File: src/rtl/bcd_disp_pkg.sv
// Shared types and constants for the BCD display controller: FSM states,
// active-low segment patterns and the internal overflow digit code.
package bcd_disp_pkg;

  typedef enum logic [1:0] {
    IDLE,
    START,
    WAIT,
    CAPTURE
  } state_t;

  // Segment order is {g,f,e,d,c,b,a}; a 0 lights the segment.
  localparam logic [6:0] SEG_0     = 7'b1000000;
  localparam logic [6:0] SEG_1     = 7'b1111001;
  localparam logic [6:0] SEG_2     = 7'b0100100;
  localparam logic [6:0] SEG_3     = 7'b0110000;
  localparam logic [6:0] SEG_4     = 7'b0011001;
  localparam logic [6:0] SEG_5     = 7'b0010010;
  localparam logic [6:0] SEG_6     = 7'b0000010;
  localparam logic [6:0] SEG_7     = 7'b1111000;
  localparam logic [6:0] SEG_8     = 7'b0000000;
  localparam logic [6:0] SEG_9     = 7'b0010000;
  localparam logic [6:0] SEG_DASH  = 7'b0111111;
  localparam logic [6:0] SEG_BLANK = 7'b1111111;

  localparam logic [3:0]  DIGIT_DASH = 4'hE;
  localparam logic [15:0] MAX_DISP   = 16'd9999;

  // Active-low anode pattern enabling only the digit at idx.
  function automatic logic [3:0] anode_for(input logic [1:0] idx);
    return ~(4'b0001 << idx);
  endfunction

endpackage

File: src/rtl/bcd_display_ctrl_if.sv
// Handshake between the display controller and the external binary-to-BCD
// converter; the controller is the master.
interface bcd_display_ctrl_if;

  logic        conv_valid;
  logic [15:0] conv_data;
  logic        conv_ready;
  logic [15:0] conv_bcd;

  modport master (
    output conv_valid,
    output conv_data,
    input  conv_ready,
    input  conv_bcd
  );

  modport slave (
    input  conv_valid,
    input  conv_data,
    output conv_ready,
    output conv_bcd
  );

endinterface

File: src/rtl/seg7_decoder.sv
// Combinational digit-to-segment decoder for a common-anode display.
// Non-decimal nibbles (including the overflow code) render as a dash.
module seg7_decoder
  import bcd_disp_pkg::*;
(
  input  logic [3:0] digit,
  input  logic       blank,
  output logic [6:0] seg
);

  always_comb begin
    seg = SEG_DASH;
    if (blank) begin
      seg = SEG_BLANK;
    end else begin
      case (digit)
        4'd0:    seg = SEG_0;
        4'd1:    seg = SEG_1;
        4'd2:    seg = SEG_2;
        4'd3:    seg = SEG_3;
        4'd4:    seg = SEG_4;
        4'd5:    seg = SEG_5;
        4'd6:    seg = SEG_6;
        4'd7:    seg = SEG_7;
        4'd8:    seg = SEG_8;
        4'd9:    seg = SEG_9;
        default: seg = SEG_DASH;
      endcase
    end
  end

endmodule

File: src/rtl/bcd_display_ctrl.sv
// Drives the multiplier result through the external BCD converter, keeps the
// converted digits and scans them onto a 4-digit common-anode display.
module bcd_display_ctrl
  import bcd_disp_pkg::*;
#(
  parameter int unsigned REFRESH_DIV = 50000,
  parameter int unsigned CONV_LAT    = 1,
  parameter int unsigned TIMEOUT     = 16,
  parameter int unsigned BLANK_LZ    = 1
) (
  input  logic                 clk,
  input  logic                 reset,
  input  logic [15:0]          mult_result,
  input  logic                 mult_valid,
  bcd_display_ctrl_if.master   conv,
  output logic                 busy,
  output logic                 disp_valid,
  output logic                 ovf,
  output logic                 conv_err,
  output logic [3:0]           an,
  output logic [6:0]           seg
);

  localparam int RW = (REFRESH_DIV > 2) ? $clog2(REFRESH_DIV) : 1;
  localparam int CW = $clog2(TIMEOUT + 1);

  localparam logic [RW-1:0] REFRESH_LAST = RW'(REFRESH_DIV - 1);
  localparam logic [CW-1:0] LAT_CNT      = CW'(CONV_LAT);
  localparam logic [CW-1:0] TIMEOUT_LAST = CW'(TIMEOUT - 1);

  state_t          state;
  state_t          state_next;
  logic [CW-1:0]   wait_cnt;
  logic            pend_valid;
  logic [15:0]     pend_data;
  logic [15:0]     digits;
  logic [RW-1:0]   refresh_cnt;
  logic [1:0]      scan_idx;

  logic            req_valid;
  logic [15:0]     req_value;
  logic            load_conv;
  logic            take_ovf;
  logic            capture;
  logic            timeout;

  logic [3:0]      lz_above;
  logic [3:0]      cur_digit;
  logic            cur_blank;
  logic [6:0]      dec_seg;

  // A fresh pulse always beats a stored one, so the newest value wins.
  assign req_valid = mult_valid | pend_valid;
  assign req_value = mult_valid ? mult_result : pend_data;

  assign busy            = (state != IDLE);
  assign conv.conv_valid = (state == START);

  always_ff @(posedge clk or negedge reset) begin
    if (!reset) begin
      state <= IDLE;
    end else begin
      state <= state_next;
    end
  end

  always_comb begin
    state_next = state;
    load_conv  = 1'b0;
    take_ovf   = 1'b0;
    capture    = 1'b0;
    timeout    = 1'b0;
    case (state)
      IDLE: begin
        if (req_valid) begin
          if (req_value <= MAX_DISP) begin
            load_conv  = 1'b1;
            state_next = START;
          end else begin
            take_ovf = 1'b1;
          end
        end
      end
      START: state_next = WAIT;
      WAIT: begin
        // wait_cnt holds the number of cycles elapsed since START.
        if (conv.conv_ready && (wait_cnt >= LAT_CNT)) begin
          state_next = CAPTURE;
        end else if (wait_cnt >= TIMEOUT_LAST) begin
          timeout    = 1'b1;
          state_next = IDLE;
        end
      end
      CAPTURE: begin
        capture    = 1'b1;
        state_next = IDLE;
      end
      default: state_next = IDLE;
    endcase
  end

  always_ff @(posedge clk or negedge reset) begin
    if (!reset) begin
      conv.conv_data <= '0;
      wait_cnt       <= '0;
      pend_valid     <= 1'b0;
      pend_data      <= '0;
      digits         <= '0;
      disp_valid     <= 1'b0;
      ovf            <= 1'b0;
      conv_err       <= 1'b0;
    end else begin
      if (busy && mult_valid) begin
        pend_valid <= 1'b1;
        pend_data  <= mult_result;
      end else if (state == IDLE) begin
        pend_valid <= 1'b0;
      end

      if (load_conv) begin
        conv.conv_data <= req_value;
      end

      if (state == START) begin
        wait_cnt <= CW'(1);
      end else if (state == WAIT) begin
        wait_cnt <= wait_cnt + CW'(1);
      end

      if (take_ovf) begin
        ovf        <= 1'b1;
        conv_err   <= 1'b0;
        digits     <= {4{DIGIT_DASH}};
        disp_valid <= 1'b1;
      end

      // A timeout keeps whatever digits were already on display.
      if (timeout) begin
        conv_err <= 1'b1;
        ovf      <= 1'b0;
      end

      if (capture) begin
        digits     <= conv.conv_bcd;
        disp_valid <= 1'b1;
        ovf        <= 1'b0;
        conv_err   <= 1'b0;
      end
    end
  end

  always_ff @(posedge clk or negedge reset) begin
    if (!reset) begin
      refresh_cnt <= '0;
      scan_idx    <= '0;
    end else if (refresh_cnt == REFRESH_LAST) begin
      refresh_cnt <= '0;
      scan_idx    <= scan_idx + 2'd1;
    end else begin
      refresh_cnt <= refresh_cnt + RW'(1);
    end
  end

  // lz_above[i] is set when digit i and every digit above it are zero.
  always_comb begin
    lz_above    = '0;
    lz_above[3] = (digits[15:12] == 4'd0);
    lz_above[2] = lz_above[3] && (digits[11:8] == 4'd0);
    lz_above[1] = lz_above[2] && (digits[7:4] == 4'd0);
    lz_above[0] = 1'b0;
    cur_digit   = digits[{scan_idx, 2'b00} +: 4];
    cur_blank   = (BLANK_LZ != 0) && lz_above[scan_idx];
  end

  seg7_decoder u_seg7_decoder (
    .digit (cur_digit),
    .blank (cur_blank),
    .seg   (dec_seg)
  );

  assign seg = disp_valid ? dec_seg : SEG_BLANK;
  assign an  = disp_valid ? anode_for(scan_idx) : 4'b1111;

endmodule

File: src/flat_wrapper.sv
// flat-port wrapper written by rule: the top's interface ports become plain ports
module bcd_display_ctrl_flat import bcd_disp_pkg::*;
#(
  parameter int unsigned REFRESH_DIV = 50000,
  parameter int unsigned CONV_LAT    = 1,
  parameter int unsigned TIMEOUT     = 16,
  parameter int unsigned BLANK_LZ    = 1
)
  (clk, reset, mult_result, mult_valid, busy, disp_valid, ovf, conv_err, an, seg, conv_conv_valid, conv_conv_data, conv_conv_ready, conv_conv_bcd);
  bcd_display_ctrl_if conv_i ();
  input  logic clk;
  input  logic reset;
  input  logic [15:0] mult_result;
  input  logic mult_valid;
  output logic busy;
  output logic disp_valid;
  output logic ovf;
  output logic conv_err;
  output logic [3:0] an;
  output logic [6:0] seg;
  output wire logic [$bits(conv_i.conv_valid)-1:0] conv_conv_valid;
  output wire logic [$bits(conv_i.conv_data)-1:0] conv_conv_data;
  input wire logic [$bits(conv_i.conv_ready)-1:0] conv_conv_ready;
  input wire logic [$bits(conv_i.conv_bcd)-1:0] conv_conv_bcd;
  assign conv_conv_valid = conv_i.conv_valid;
  assign conv_conv_data = conv_i.conv_data;
  assign conv_i.conv_ready = conv_conv_ready;
  assign conv_i.conv_bcd = conv_conv_bcd;
  bcd_display_ctrl #(.REFRESH_DIV(REFRESH_DIV), .CONV_LAT(CONV_LAT), .TIMEOUT(TIMEOUT), .BLANK_LZ(BLANK_LZ)) u_core (.clk(clk), .reset(reset), .mult_result(mult_result), .mult_valid(mult_valid), .conv(conv_i), .busy(busy), .disp_valid(disp_valid), .ovf(ovf), .conv_err(conv_err), .an(an), .seg(seg));
endmodule
File: config.mk
export PLATFORM = sky130hd
export DESIGN_NAME = bcd_display_ctrl_flat
export DESIGN_NICKNAME = d
export VERILOG_FILES = /design/src/rtl/bcd_disp_pkg.sv /design/src/rtl/bcd_display_ctrl_if.sv /design/src/rtl/seg7_decoder.sv /design/src/rtl/bcd_display_ctrl.sv /design/src/flat_wrapper.sv
export SDC_FILE = /design/constraint.sdc
export NUM_CORES = 1
export LEC_CHECK = 0
export CAP_MARGIN = 10
export CORE_ASPECT_RATIO = 0.9
export CORE_MARGIN = 2
export CORE_UTILIZATION = 58
export CTS_CLUSTER_DIAMETER = 120
export CTS_CLUSTER_SIZE = 16
export DETAILED_ROUTE_END_ITERATION = 7
export PLACE_DENSITY = 0.95
export SYNTH_ARGS = -nofsm -noshare
export SYNTH_HDL_FRONTEND = slang
export SYNTH_HIERARCHICAL = 1
export SYNTH_SLANG_ARGS = --single-unit
export TNS_END_PERCENT = 100
File: constraint.sdc
create_clock -name clk -period 3.8 [get_ports clk]
set_input_delay 0.57 -clock clk [delete_from_list [all_inputs] [get_ports clk]]
set_output_delay 0.57 -clock clk [all_outputs]
set_load 0.05 [all_outputs]
==> impl_metrics.yaml <==
run_status:
  status: "completed"
route:
  ant_nets: 0
  drtPass1Iterations: 4
  via_per_inst: 5.91
  drc: 0
  drt-total-wl_um: 9220
  drt-wirelength-per-cell_um: 17.6
  dr_total_vias: 3102
  drt_iter0_drc: 237
global_route:
  gr-total-overflow: 0
  grt_start_max_net_pins: 78
  antenna_found_initial: 0
  grt_first_pass_wirelength_um: 15900
  track_usage_pct: 26.2
  grt_pass1_vias: 3233
logic_synthesis:
  synth_edf_count: 0
  ys_seq_area_share_pct: 47.4
  synth.avg_cell_area_um2: 11.2
  yosys_warnings: 6
  async_reset_ff_share_pct: 100
  synth-main-ff-cell: "dfrtp_1"
  ys_types: 53
  synth_nets: 417
  syn_area_mm2: 0.00406
  synth_seq_cells: 77
  synth_cells: 364
finish:
  seq_area_mm2: 0.00193
  drive_above_1_share_pct: 18.4
  nNetsFinal: 485
  multi_input_area_mm2: 0.00199
  area_growth_syn_to_layout_pct: 23.5
  fillers: 405
  antenna_cells: 0
pwr:
  p_leak_nw: 2.13
  p_sw_w: 0.00165
  intPower_w: 0.00231
  peakVddDrop_uv: 497
  p_clk_share_pct: 16.9
  p_sw_share_pct: 41.7
  power_density_mw_per_mm2: 789
  power_w: 0.00396
  seq_power_share_pct: 34.5
  power_frac_comb_pct: 48.6
critical_path:
  r2r_cells: 6
  crit_path_start: "u_core/scan_idx[0]$_DFFE_PN0N_"
  critical_path_arrival_ns: 3.04
  timing.rr.start: "u_core/wait_cnt[0]$_DFFE_PN0P_"
  crit_path_max_fanout: 9
  worstPathRequired_ns: 3.23
  crit_type: "flip-flop to output port"
  critPathLaunchType: "flip-flop"
  rr_endpoint: "u_core/state[1]$_DFFE_PN0P_"
  endpoint: "seg[3]"
  cp-end-kind: "output port"
  r2r_slack_ns: 1.19
clock_network:
  cts_setup_buffers: 0
  cts_resized: 0
  cts_buffer_depth: 2
  cts_max_level: 3
  cts_made_buffers: 9
  clockRootBuffer: "clkbuf_8"
  holdBufCountCts: 0
  clkLatencyLatePin_ns: 0.35
  cts_tree: "done"
  cts_num_sinks: 77
  clkTransAtPathRegs_ns: 0.08
sta:
  finalCritPeriodShare_pct: 95.1
  rsz0062_at_grt: "no"
  finalSetupViolations: 0
  maxSlewViolCount: 0
  fin_crit_ns: 3.61
  fin_tns_setup_ns: 0
  finalHoldViolCount: 0
  fmax_mhz: 277
  slew_headroom_pct: 37.2
  finalClockSkew_ns: 0.00925
  max_slew.worst_pin.slew_ns: 0.942
floorplanning:
  die-area_mm2: 0.00769
  die_x_um: 92.2
  ios: 68
  die_h_um: 83.4
  row_count: 28
  start_util_pct: 60.7
  coreArea_mm2: 0.00669
min_path:
  min-delay-path-class: "primary input to async pin"
flow_run:
  maxCapViolCount: 0
placement:
  place_congestion: 0.822
  io_buffers: 67
  dp_hpwl_um: 6510
-- placed cells by master (no fill, tap or decap), types with 3 or more instances in the layout --
master,count
nor2b_1,4
nor2_1,35
nand2_1,20
and2_1,6
xnor2_1,7
mux2_4,8
clkdlybuf4s50_1,66
dfrtp_1,76
o22ai_1,3
or4_1,5
ha_1,17
o21bai_1,3
mux2_2,35
and4_1,3
nand3_1,10
buf_4,8
inv_1,14
mux4_2,4
o21ai_0,12
clkbuf_8,10
nor3_1,9
xor2_1,6
nand4_1,3
nand2b_1,12
a2bb2oi_1,12
a31o_2,5
a21oi_1,6
-- final cells by class --
type | count | area share [%]
clock inverters | 4 | 1.47
clock buffers | 10 | 2.74
flip-flops and latches | 77 | 38.4
repair buffers | 74 | 14.4
multi-input cells | 255 | 39.6
inverters | 15 | 1.12
well taps | 90 | 2.24
-- sequential cells by signal, indices dropped and copies added, names as in the netlist --
signal / flops
u_core/wait_cnt: 5
u_core/pend_data: 16
u_core/refresh_cnt: 16
u_core/digits: 16
u_core/disp_valid: 1
u_core/ovf: 1
u_core/pend_valid: 1
u_core/conv.conv_data: 16
u_core/conv_err: 1
u_core/state: 2
u_core/scan_idx: 2
-- power by group through the flow --
stage / clock [W] / sequential (W) / combinational (W)
finish: 0.000669 / 0.00136 / 0.00192
global route: 0.000719 / 0.00140 / 0.00205
CTS: 0.000681 / 0.00136 / 0.00192
detailed placement: 0 / 0.00137 / 0.00190
global placement: 0 / 0.00133 / 0.00183
floorplan: 0 / 0.00157 / 0.00112
-- cell usage after synthesis (all sizes together) (7+ instances only) --
library cell	number	area, um^2
dfrtp	77	1930
nor3	9	45.0
nor2	35	131
mux2	43	514
ha	17	213
o21ai	12	60.1
a2bb2oi	12	105
nand2b	12	75.1
nand3	10	50.1
xnor2	7	61.3
clkbuf	12	45.0
inv	14	52.6
nand2	20	75.1
-- worst min path at each step --
stage                                                        to  cells after the start
final                      u_core/conv.conv_data[4]$_DFFE_PN0P_                      1
after global routing       u_core/conv.conv_data[4]$_DFFE_PN0P_                      1
after CTS                  u_core/conv.conv_data[6]$_DFFE_PN0P_                      1
after detailed placement  u_core/conv.conv_data[15]$_DFFE_PN0P_                      1
after global placement         u_core/refresh_cnt[15]$_DFF_PN0_                      1
after floorplan            u_core/conv.conv_data[0]$_DFFE_PN0P_                      0
-- worst max-delay path, stage by stage, from the launching register on --
cell and delay, ns:
dfrtp_2 0.50, mux4_2 0.59, ha_1 0.22, or2_0 0.23, a211oi_2 0.25, nor2_1 0.07
nand2b_1 0.13, clkdlybuf4s50_1 0.70
-- logic make-up after synthesis --
group / Yosys count / synth area share (%)
and+or+nand+nor: 122 / 15.8
DFF: 77 / 47.4
AOI/OAI and AO/OA: 55 / 9.95
muxes: 48 / 15.1
buffers and inverters: 32 / 3.66
adders and majority gates: 17 / 5.24
xor gates and xnor gates: 13 / 2.80
-- metrics by stage --
stage	hold slack, ns	cells	setup slack (ns)	util, %	area (um^2)
after floorplan	0.274	364	0.891	-	4060
after global placement	0.462	511	0.511	71.8	4800
after detailed placement	0.474	511	0.428	71.8	4800
after CTS	0.390	525	0.0410	74.9	5010
after global routing	0.445	525	0.0674	75.0	5020
final	0.343	525	0.186	75.0	5020
-- layer usage --
layer | track usage [%] | routed length, um | up-vias
li1 | - | - | 1428
met1 | 32.4 | 3660 | 1533
met2 | 44.7 | 4800 | 117
met3 | 7.53 | 573 | 24
met4 | 7.46 | 187 | 0
met5 | 0 | 0 | -
Power figures use the tool's default switching activity.
